==> src/rtl/writeback_arbiter.sv <==
// writeback_arbiter: buffers results from four producers (ALU, MUL, LSU,
// branch) in per-source FIFOs and drains them onto three registered
// writeback broadcast ports. A round-robin scan picks which sources are
// drained each cycle.
//
// Ports:
//   clk                   rising-edge clock
//   rst                   asynchronous active-low reset
//   flush                 synchronous clear of all buffered results
//   srcK_en/vregid/val    producer K result (K = 0..3)
//   srcK_almost_full      FIFO K count >= DEPTH-1 (combinational)
//   writebackN_*          registered broadcast N (N = 1..3)
//   overflow              sticky: a result was dropped on a full FIFO
module writeback_arbiter #(
   parameter int unsigned DEPTH = 4
) (
   input  logic        clk,
   input  logic        rst,
   input  logic        flush,
   input  logic        src0_en,
   input  logic [4:0]  src0_vregid,
   input  logic [31:0] src0_val,
   input  logic        src1_en,
   input  logic [4:0]  src1_vregid,
   input  logic [31:0] src1_val,
   input  logic        src2_en,
   input  logic [4:0]  src2_vregid,
   input  logic [31:0] src2_val,
   input  logic        src3_en,
   input  logic [4:0]  src3_vregid,
   input  logic [31:0] src3_val,
   output logic        src0_almost_full,
   output logic        src1_almost_full,
   output logic        src2_almost_full,
   output logic        src3_almost_full,
   output logic        writeback1_en,
   output logic [4:0]  writeback1_vregid,
   output logic [31:0] writeback1_val,
   output logic        writeback2_en,
   output logic [4:0]  writeback2_vregid,
   output logic [31:0] writeback2_val,
   output logic        writeback3_en,
   output logic [4:0]  writeback3_vregid,
   output logic [31:0] writeback3_val,
   output logic        overflow
);

   localparam int unsigned NSRC = 4;
   localparam int unsigned NWB  = 3;
   localparam int unsigned VW   = 5;
   localparam int unsigned DW   = 32;
   localparam int unsigned EW   = VW + DW;
   localparam int unsigned AW   = (DEPTH > 1) ? $clog2(DEPTH) : 1;
   localparam int unsigned CW   = AW + 1;

   // FIFO state; storage is intentionally left unreset
   logic [EW-1:0] r_mem   [NSRC][DEPTH];
   logic [AW-1:0] r_wptr  [NSRC];
   logic [AW-1:0] r_rptr  [NSRC];
   logic [CW-1:0] r_count [NSRC];
   logic [1:0]    r_rr;
   logic          r_overflow;

   logic          r_wb_en     [NWB];
   logic [VW-1:0] r_wb_vregid [NWB];
   logic [DW-1:0] r_wb_val    [NWB];

   logic [NSRC-1:0] w_push_en;
   logic [EW-1:0]   w_push_data [NSRC];
   logic [NSRC-1:0] w_grant;
   logic [NSRC-1:0] w_push_acc;
   logic [NSRC-1:0] w_drop;
   logic [1:0]      w_sel     [NWB];
   logic            w_sel_vld [NWB];
   logic [1:0]      w_rr_next;

   assign w_push_en      = {src3_en, src2_en, src1_en, src0_en};
   assign w_push_data[0] = {src0_vregid, src0_val};
   assign w_push_data[1] = {src1_vregid, src1_val};
   assign w_push_data[2] = {src2_vregid, src2_val};
   assign w_push_data[3] = {src3_vregid, src3_val};

   // Round-robin scan from r_rr: first up to three non-empty FIFOs win, in scan order
   always_comb begin
      logic [1:0] v_idx;
      logic [1:0] v_n;
      w_grant   = '0;
      w_rr_next = r_rr;
      v_idx     = '0;
      v_n       = '0;
      for (int p = 0; p < NWB; p++) begin
         w_sel[p]     = '0;
         w_sel_vld[p] = 1'b0;
      end
      for (int k = 0; k < NSRC; k++) begin
         v_idx = r_rr + 2'(k);
         if ((r_count[v_idx] != '0) && (v_n < 2'(NWB))) begin
            w_grant[v_idx] = 1'b1;
            w_sel[v_n]     = v_idx;
            w_sel_vld[v_n] = 1'b1;
            w_rr_next      = v_idx + 2'd1;
            v_n            = v_n + 2'd1;
         end
      end
   end

   // A full FIFO still accepts a push when it is drained in the same cycle
   always_comb begin
      for (int s = 0; s < NSRC; s++) begin
         w_push_acc[s] = w_push_en[s] && !flush &&
                         ((r_count[s] != CW'(DEPTH)) || w_grant[s]);
         w_drop[s]     = w_push_en[s] && !flush &&
                         (r_count[s] == CW'(DEPTH)) && !w_grant[s];
      end
   end

   // FIFO pointers and counts
   always_ff @(posedge clk or negedge rst) begin
      if (!rst) begin
         for (int s = 0; s < NSRC; s++) begin
            r_wptr[s]  <= '0;
            r_rptr[s]  <= '0;
            r_count[s] <= '0;
         end
      end else if (flush) begin
         for (int s = 0; s < NSRC; s++) begin
            r_wptr[s]  <= '0;
            r_rptr[s]  <= '0;
            r_count[s] <= '0;
         end
      end else begin
         for (int s = 0; s < NSRC; s++) begin
            if (w_grant[s])    r_rptr[s] <= r_rptr[s] + AW'(1);
            if (w_push_acc[s]) r_wptr[s] <= r_wptr[s] + AW'(1);
            r_count[s] <= r_count[s] + CW'(w_push_acc[s]) - CW'(w_grant[s]);
         end
      end
   end

   // FIFO storage
   always_ff @(posedge clk) begin
      for (int s = 0; s < NSRC; s++) begin
         if (w_push_acc[s]) r_mem[s][r_wptr[s]] <= w_push_data[s];
      end
   end

   // Registered broadcast, round-robin pointer and sticky overflow
   always_ff @(posedge clk or negedge rst) begin
      if (!rst) begin
         r_rr       <= '0;
         r_overflow <= 1'b0;
         for (int p = 0; p < NWB; p++) begin
            r_wb_en[p]     <= 1'b0;
            r_wb_vregid[p] <= '0;
            r_wb_val[p]    <= '0;
         end
      end else if (flush) begin
         for (int p = 0; p < NWB; p++) begin
            r_wb_en[p]     <= 1'b0;
            r_wb_vregid[p] <= '0;
            r_wb_val[p]    <= '0;
         end
      end else begin
         r_rr       <= w_rr_next;
         r_overflow <= r_overflow | (|w_drop);
         for (int p = 0; p < NWB; p++) begin
            if (w_sel_vld[p]) begin
               r_wb_en[p] <= 1'b1;
               {r_wb_vregid[p], r_wb_val[p]} <= r_mem[w_sel[p]][r_rptr[w_sel[p]]];
            end else begin
               r_wb_en[p]     <= 1'b0;
               r_wb_vregid[p] <= '0;
               r_wb_val[p]    <= '0;
            end
         end
      end
   end

   assign src0_almost_full  = (r_count[0] >= CW'(DEPTH - 1));
   assign src1_almost_full  = (r_count[1] >= CW'(DEPTH - 1));
   assign src2_almost_full  = (r_count[2] >= CW'(DEPTH - 1));
   assign src3_almost_full  = (r_count[3] >= CW'(DEPTH - 1));

   assign writeback1_en     = r_wb_en[0];
   assign writeback1_vregid = r_wb_vregid[0];
   assign writeback1_val    = r_wb_val[0];
   assign writeback2_en     = r_wb_en[1];
   assign writeback2_vregid = r_wb_vregid[1];
   assign writeback2_val    = r_wb_val[1];
   assign writeback3_en     = r_wb_en[2];
   assign writeback3_vregid = r_wb_vregid[2];
   assign writeback3_val    = r_wb_val[2];
   assign overflow          = r_overflow;

endmodule
==> config.mk <==
export PLATFORM = sky130hd
export DESIGN_NAME = writeback_arbiter
export DESIGN_NICKNAME = d
export VERILOG_FILES = /design/src/rtl/writeback_arbiter.sv
export SDC_FILE = /design/constraint.sdc
export NUM_CORES = 2
export LEC_CHECK = 0
export BUFFER_PORTS_ARGS = -buffer_cell sky130_fd_sc_hd__buf_2
export CAP_MARGIN = 20
export CORE_MARGIN = 2
export CORE_UTILIZATION = 55
export DETAILED_ROUTE_END_ITERATION = 8
export HOLD_SLACK_MARGIN = 0.02
export PLACE_DENSITY = 0.73
export SLEW_MARGIN = 20
export SYNTH_ARGS = -nofsm -noshare
export SYNTH_HDL_FRONTEND = slang
export SYNTH_SLANG_ARGS = --single-unit
==> constraint.sdc <==
create_clock -name clk -period 8.45 [get_ports clk]
set_clock_uncertainty 0.05 [all_clocks]
set_input_delay 2.535 -clock clk [delete_from_list [all_inputs] [get_ports clk]]
set_output_delay 2.535 -clock clk [all_outputs]
set_load 0.01 [all_outputs]
# --- Yosys cells after proc, flatten, opt, wreduce, memory -nomap -nowiden ---
# Memories as Yosys holds them, arrays and structs flattened.
# Index checks and enable logic that the tools add are counted.
totals:
  regBits: 145
  latchBits: 0
  ramBits: 592
  rom_bits: 0
  out_inout_bits: 119
  word_cells: 285
  n_memories: 1
op_classes:
  add_sub_neg: 24
  n_mul: 0
  div: 0
  n_lt_le_gt_ge: 39
  n_eq_ne: 8
  shift: 0
  n_mux: 111
  n_bitwise: 25
  reduce_logical: 54
mem_list:
  columns: ["name", "depth", "word_bits", "rd", "rd_ports_with_merged_regs", "write_ports", "line_no", "text"]
  rows:
  - ["r_mem", 4, 148, 3, 0, 4, "57", "logic [EW-1:0] r_mem [NSRC][DEPTH];"]
ops:
  columns: ["op", "n"]
  rows:
  - ["$mux W148", 4]
  - ["$mux W37", 10]
  - ["$demux W37 S2", 4]
  - ["$bmux W37 S2", 3]
  - ["$mux W32", 3]
  - ["$mux W96", 1]
  - ["$ge A3 B3 Y1 const B", 17]
  - ["$not A2 Y3", 17]
  - ["$mux W2", 24]
  - ["$mux W3", 12]
  - ["$logic_and A1 B1 Y1", 30]
  - ["$add A2 B1 Y2 const B", 14]
  - ["$bmux W3 S2", 4]
  - ["$lt A3 B1 Y1 const B", 7]
  - ["$bwmux W6", 3]
  - ["$mux W6", 3]
  - ["$mux W1", 16]
  - ["$mux W4", 4]
  - ["$mux W8", 2]
  - ["$reduce_bool A2 Y1", 8]
  - ["$mux W15", 1]
  - ["$mux W5", 3]
  - ["$demux W1 S2", 7]
  - ["$add A3 B1 Y3", 4]
  - ["other kinds (21)", 60]

# --- Logic depth before layout (Yosys ltp) ---
logic_depth:
  word_depth: 29
  depth_mapped: 28

# --- Worst setup path before layout ---
# No wires, ideal clock.
synth_timing:
  kind: "reg-to-reg"
  startpoint: "register r_rr[0]"
  endpoint: "memory r_mem[0][0] in the netlist's numbering (enable)"
  setup_time_ns: 0.398
  arrival_time_ns: 6.243
  required_time_ns: 8.002
  setup_slack_ns: 1.760
  stages_incl_launch_ff: 22
  path_buffers: 7
  synth_period_minus_slack_ns: 6.690
  path_cell_list: "dfrtp_1 > buf_2 > buf_4 > inv_2 > buf_2 > clkbuf_1 > clkbuf_1 > buf_1 > ha_1 > mux4_2 > buf_2 > ha_1 > nand2_1 > nand2_1 > clkinv_1 > fa_1 > o21a_1 > nor2_1 > a21boi_0 > a31oi_1 > nor2b_1 > and2_1"
synth_rtl:
  columns: ["item", "line_no", "text"]
  rows:
  - ["from (decl)", "61", "logic [1:0] r_rr;"]
  - ["from (signal assigned)", "164", "r_rr <= w_rr_next;"]
  - ["to (decl)", "57", null]

# --- Worst setup path after layout ---
layout_timing:
  startpoint: "register r_rr[1]"
  endpoint: "register r_wb_val (netlist bit writeback2_val[19])"
layout_via:
  elab_chain_cells: 29
  elab_cells_between_ends: 81
layout_lines:
  columns: ["item", "line_no", "text"]
  rows:
  - ["$not A2 Y3 (implied by the code)", "97", "if ((r_count[v_idx] != '0) && (v_n < 2'(NWB))) begin"]
  - ["$bmux W3 S2", "97", null]
  - ["$mux W3 (implied by the code) (2 in a row)", "97", null]
  - ["$reduce_bool A3 Y1", "97", null]
  - ["$mux W1", "97", null]
  - ["$lt A2 B2 Y1", "97", null]
  - ["$logic_and A1 B1 Y1", "97", null]
  - ["$mux W2", "97", null]
  - ["(+10 left out)", null, null]
  - ["$not A2 Y3 (implied by the code)", "169", "{r_wb_vregid[p], r_wb_val[p]} <= r_mem[w_sel[p]][r_rptr[w_sel[p]]];"]
  - ["$bmux W2 S2", "169", null]
  - ["$mux W2 (implied by the code) (2 in a row)", "169", null]
  - ["$not A2 Y3 (implied by the code)", "169", null]
  - ["$bmux W37 S2", "169", null]
  - ["$mux W37 (implied by the code) (2 in a row)", "169", null]
  - ["$mux W32 *", "167", "if (w_sel_vld[p]) begin"]
  - ["$mux W96 *", "157", "end else if (flush) begin"]
  - ["to (signal, indexed assignment)", "169", null]
  - ["to (decl)", "66", "logic [DW-1:0] r_wb_val [NWB];"]
# Mark *: on every way between the ends. The rest lies on a longest branch, timed or not. The select of a mux whose other input is x is not followed.
# A chain may end at the register's enable or synchronous reset.

==> impl_metrics.yaml <==
synthesis:
  netlist_top_cells_count: "nand2_1 (735), edfxtp_1 (592), a211oi_1 (555)"
  yosys_warnings: 0
  synthesis.nets: 4547
  syn_area_um2: 43600
  synth_top_area_share: 0.408
  synth_top_flop_cell: "edfxtp_1"
  synth_cells: 4346
  synth.largest_area_cell: "edfxtp_1"
  synth-seq-cells: 737
  async_flop_share: 0.197
  synth_edf_count: 592
  synthDistinctLibCells: 68
  yosysSeqAreaShare: 0.491
  synth_area_leaders: "edfxtp_1 (41%), a211oi_1 (9.6%), dfrtp_1 (8.3%)"
  avgSynthCellArea_um2: 10.0
  yosysMostFrequentCell: "nand2_1"
die:
  dieArea_um2: 81500
  num_rows: 103
  initial_core_util: 0.553
  die_h_um: 285
  core_area_um2: 78700
  die_w_um: 285
  io_pins: 274
sta:
  setup_viol: 0
  fmaxAchievable_mhz: 136
  timing.final.crit_share: 0.869
  period_minus_slack_ns: 7.34
  tns_ns: 0
  rsz0062_at_grt: "no"
  layout_setup_ws_ns: 1.11
  slew_viol_final: 0
  relSlewSlack: 0.221
  finalHoldViolations: 0
  tightest_slew_ns: 1.17
clock_network:
  cts_tree: "yes"
  cts.clk_slew.worst_paths_ns: 0.06
  clockBufferDepth: 3
  clk_latency_ns: 0.65
  postCtsSetupBuffers: 0
  cts.sinks: 737
  cts_resized: 0
  cts.root.buffer_cell: "clkbuf_16"
  cts.htree.levels: 3
  numCtsBuffers: 81
  ctsHoldBuffers: 0
drt:
  antenna_left: 0
  wl_per_cell_um: 29.1
  first_iter_violations: 6449
  wl_um: 160000
  first_pass_iters: 7
  vias: 38860
  route.detailed.drc: 0
  via_per_inst: 7.08
global_routing:
  grt_pass1_vias: 36415
  antenna_found_initial: 20
  overflow: 0
  grt.total_usage: 0.382
  grt_pass1_wl_um: 234000
  grt_max_degree: 219
place:
  dp_hpwl_um: 87000
  pre_cts_ws_ns: 1.37
  place_area_um2: 45500
  place_inst: 5320
  io_buffers: 273
  gp_congestion: 0.898
critical_path:
  cp_max_fo: 40
  critPathLaunchType: "flip-flop"
  critical_path_arrival_ns: 7.88
  end_kind: "flip-flop"
  r2r_cells: 18
  cp.required_ns: 8.99
  path_class: "reg -> reg"
finish:
  nets: 4554
  stdcell_area_um2: 48400
  drive_gt1_frac: 0.143
  stdcell_count: 5486
  fillers: 6425
  syn_to_final_growth_pct: 11.0
flow_run:
  max-cap-violations: 0
status:
  status: "completed"
min_path:
  whs_path_depth: 1
  hold_class: "reg -> reg"
[state kept, by name, summed over array words and instances (netlist names), 8 cells and up]
signal          count
r_count            12
r_mem             592
r_rptr              8
r_wptr              8
writeback1_val     32
writeback2_val     32
writeback3_val     32
[worst max-delay path: stages, from the launching register on]
cell	delay [ns]
dfrtp_1	0.60
inv_1	0.20
ha_1	0.64
mux4_2	0.55
ha_1	0.40
nand2_1	0.10
nand2_1	0.16
clkinv_1	0.28
fa_1	0.71
nor4b_1	0.38
o221a_2	0.33
nand2_4	0.29
a211oi_1	0.61
or3_4	0.83
buf_12	0.35
a2111oi_0	0.13
nor4_1	0.37
o21ai_0	0.15
nand2_1	0.11
[layout make-up]
cell class,count,area (µm²),area share
sequential,737,21400,0.443
multi-input combinational,3153,20500,0.424
clock buffer,100,2160,0.0447
timing repair buffer,337,2070,0.0429
tap,1050,1310,0.0272
clock inverter,51,679,0.0141
inverter,43,166,0.00344
antenna,15,37.5,0.000776
[per-layer routing]
layer | global-route usage | part of all wire | up-vias
met2 | 0.563 | 0.44 | 3256
met4 | 0.209 | 0.053 | 12
li1 | - | - | 16476
met1 | 0.521 | 0.37 | 18550
met3 | 0.0906 | 0.14 | 566
met5 | 0 | 0.00044 | -
[worst paths after layout]
path	from	endpoint	slack (ns)
max	r_rr[1]	writeback2_val[19]	1.11
min	overflow	overflow	0.42
max reg2reg	r_rr[1]	writeback2_val[19]	1.11
min reg2reg	overflow	overflow	0.42
max in group asynchronous	rst	r_rptr[3]	5.39
min in group asynchronous	rst	writeback1_val[11]	1.70
[layout by cell type, fill, tap and decap left out, types with 77 or more instances in the layout]
cell type	n
clkbuf_16	82
and2_1	255
a311oi_1	77
a31oi_1	80
nor2_1	82
a21oi_1	301
edfxtp_1	592
nand2_1	733
nor2b_1	232
mux2i_1	157
dfrtp_1	140
nand3_1	154
buf_2	272
a211oi_1	555
[through the flow]
stage	util	hold slack [ns]
2_1_floorplan	-	0.462
3_3_place_gp	0.577	0.419
3_5_place_dp	0.578	0.412
4_1_cts	0.614	0.425
5_1_grt	0.614	0.455
6_report	0.614	0.420
[kinds of logic (layout without fill, tap and decap cells)]
group | after synthesis | count (layout) | share of synthesized area
AO/OA/AOI/OAI | 1296 | 1296 | 0.218
AND/OR/NAND/NOR | 1598 | 1598 | 0.183
other | 0 | 15 | 0
multiplexers | 200 | 200 | 0.0484
adder cells (fa/ha/maj) | 46 | 46 | 0.0141
buffers and inverters | 456 | 531 | 0.0429
flip-flops | 737 | 737 | 0.491
XOR/XNOR | 13 | 13 | 0.00261
Power is not shown: default switching activity piles up to over one toggle a cycle in this logic, so the estimate is an artifact.
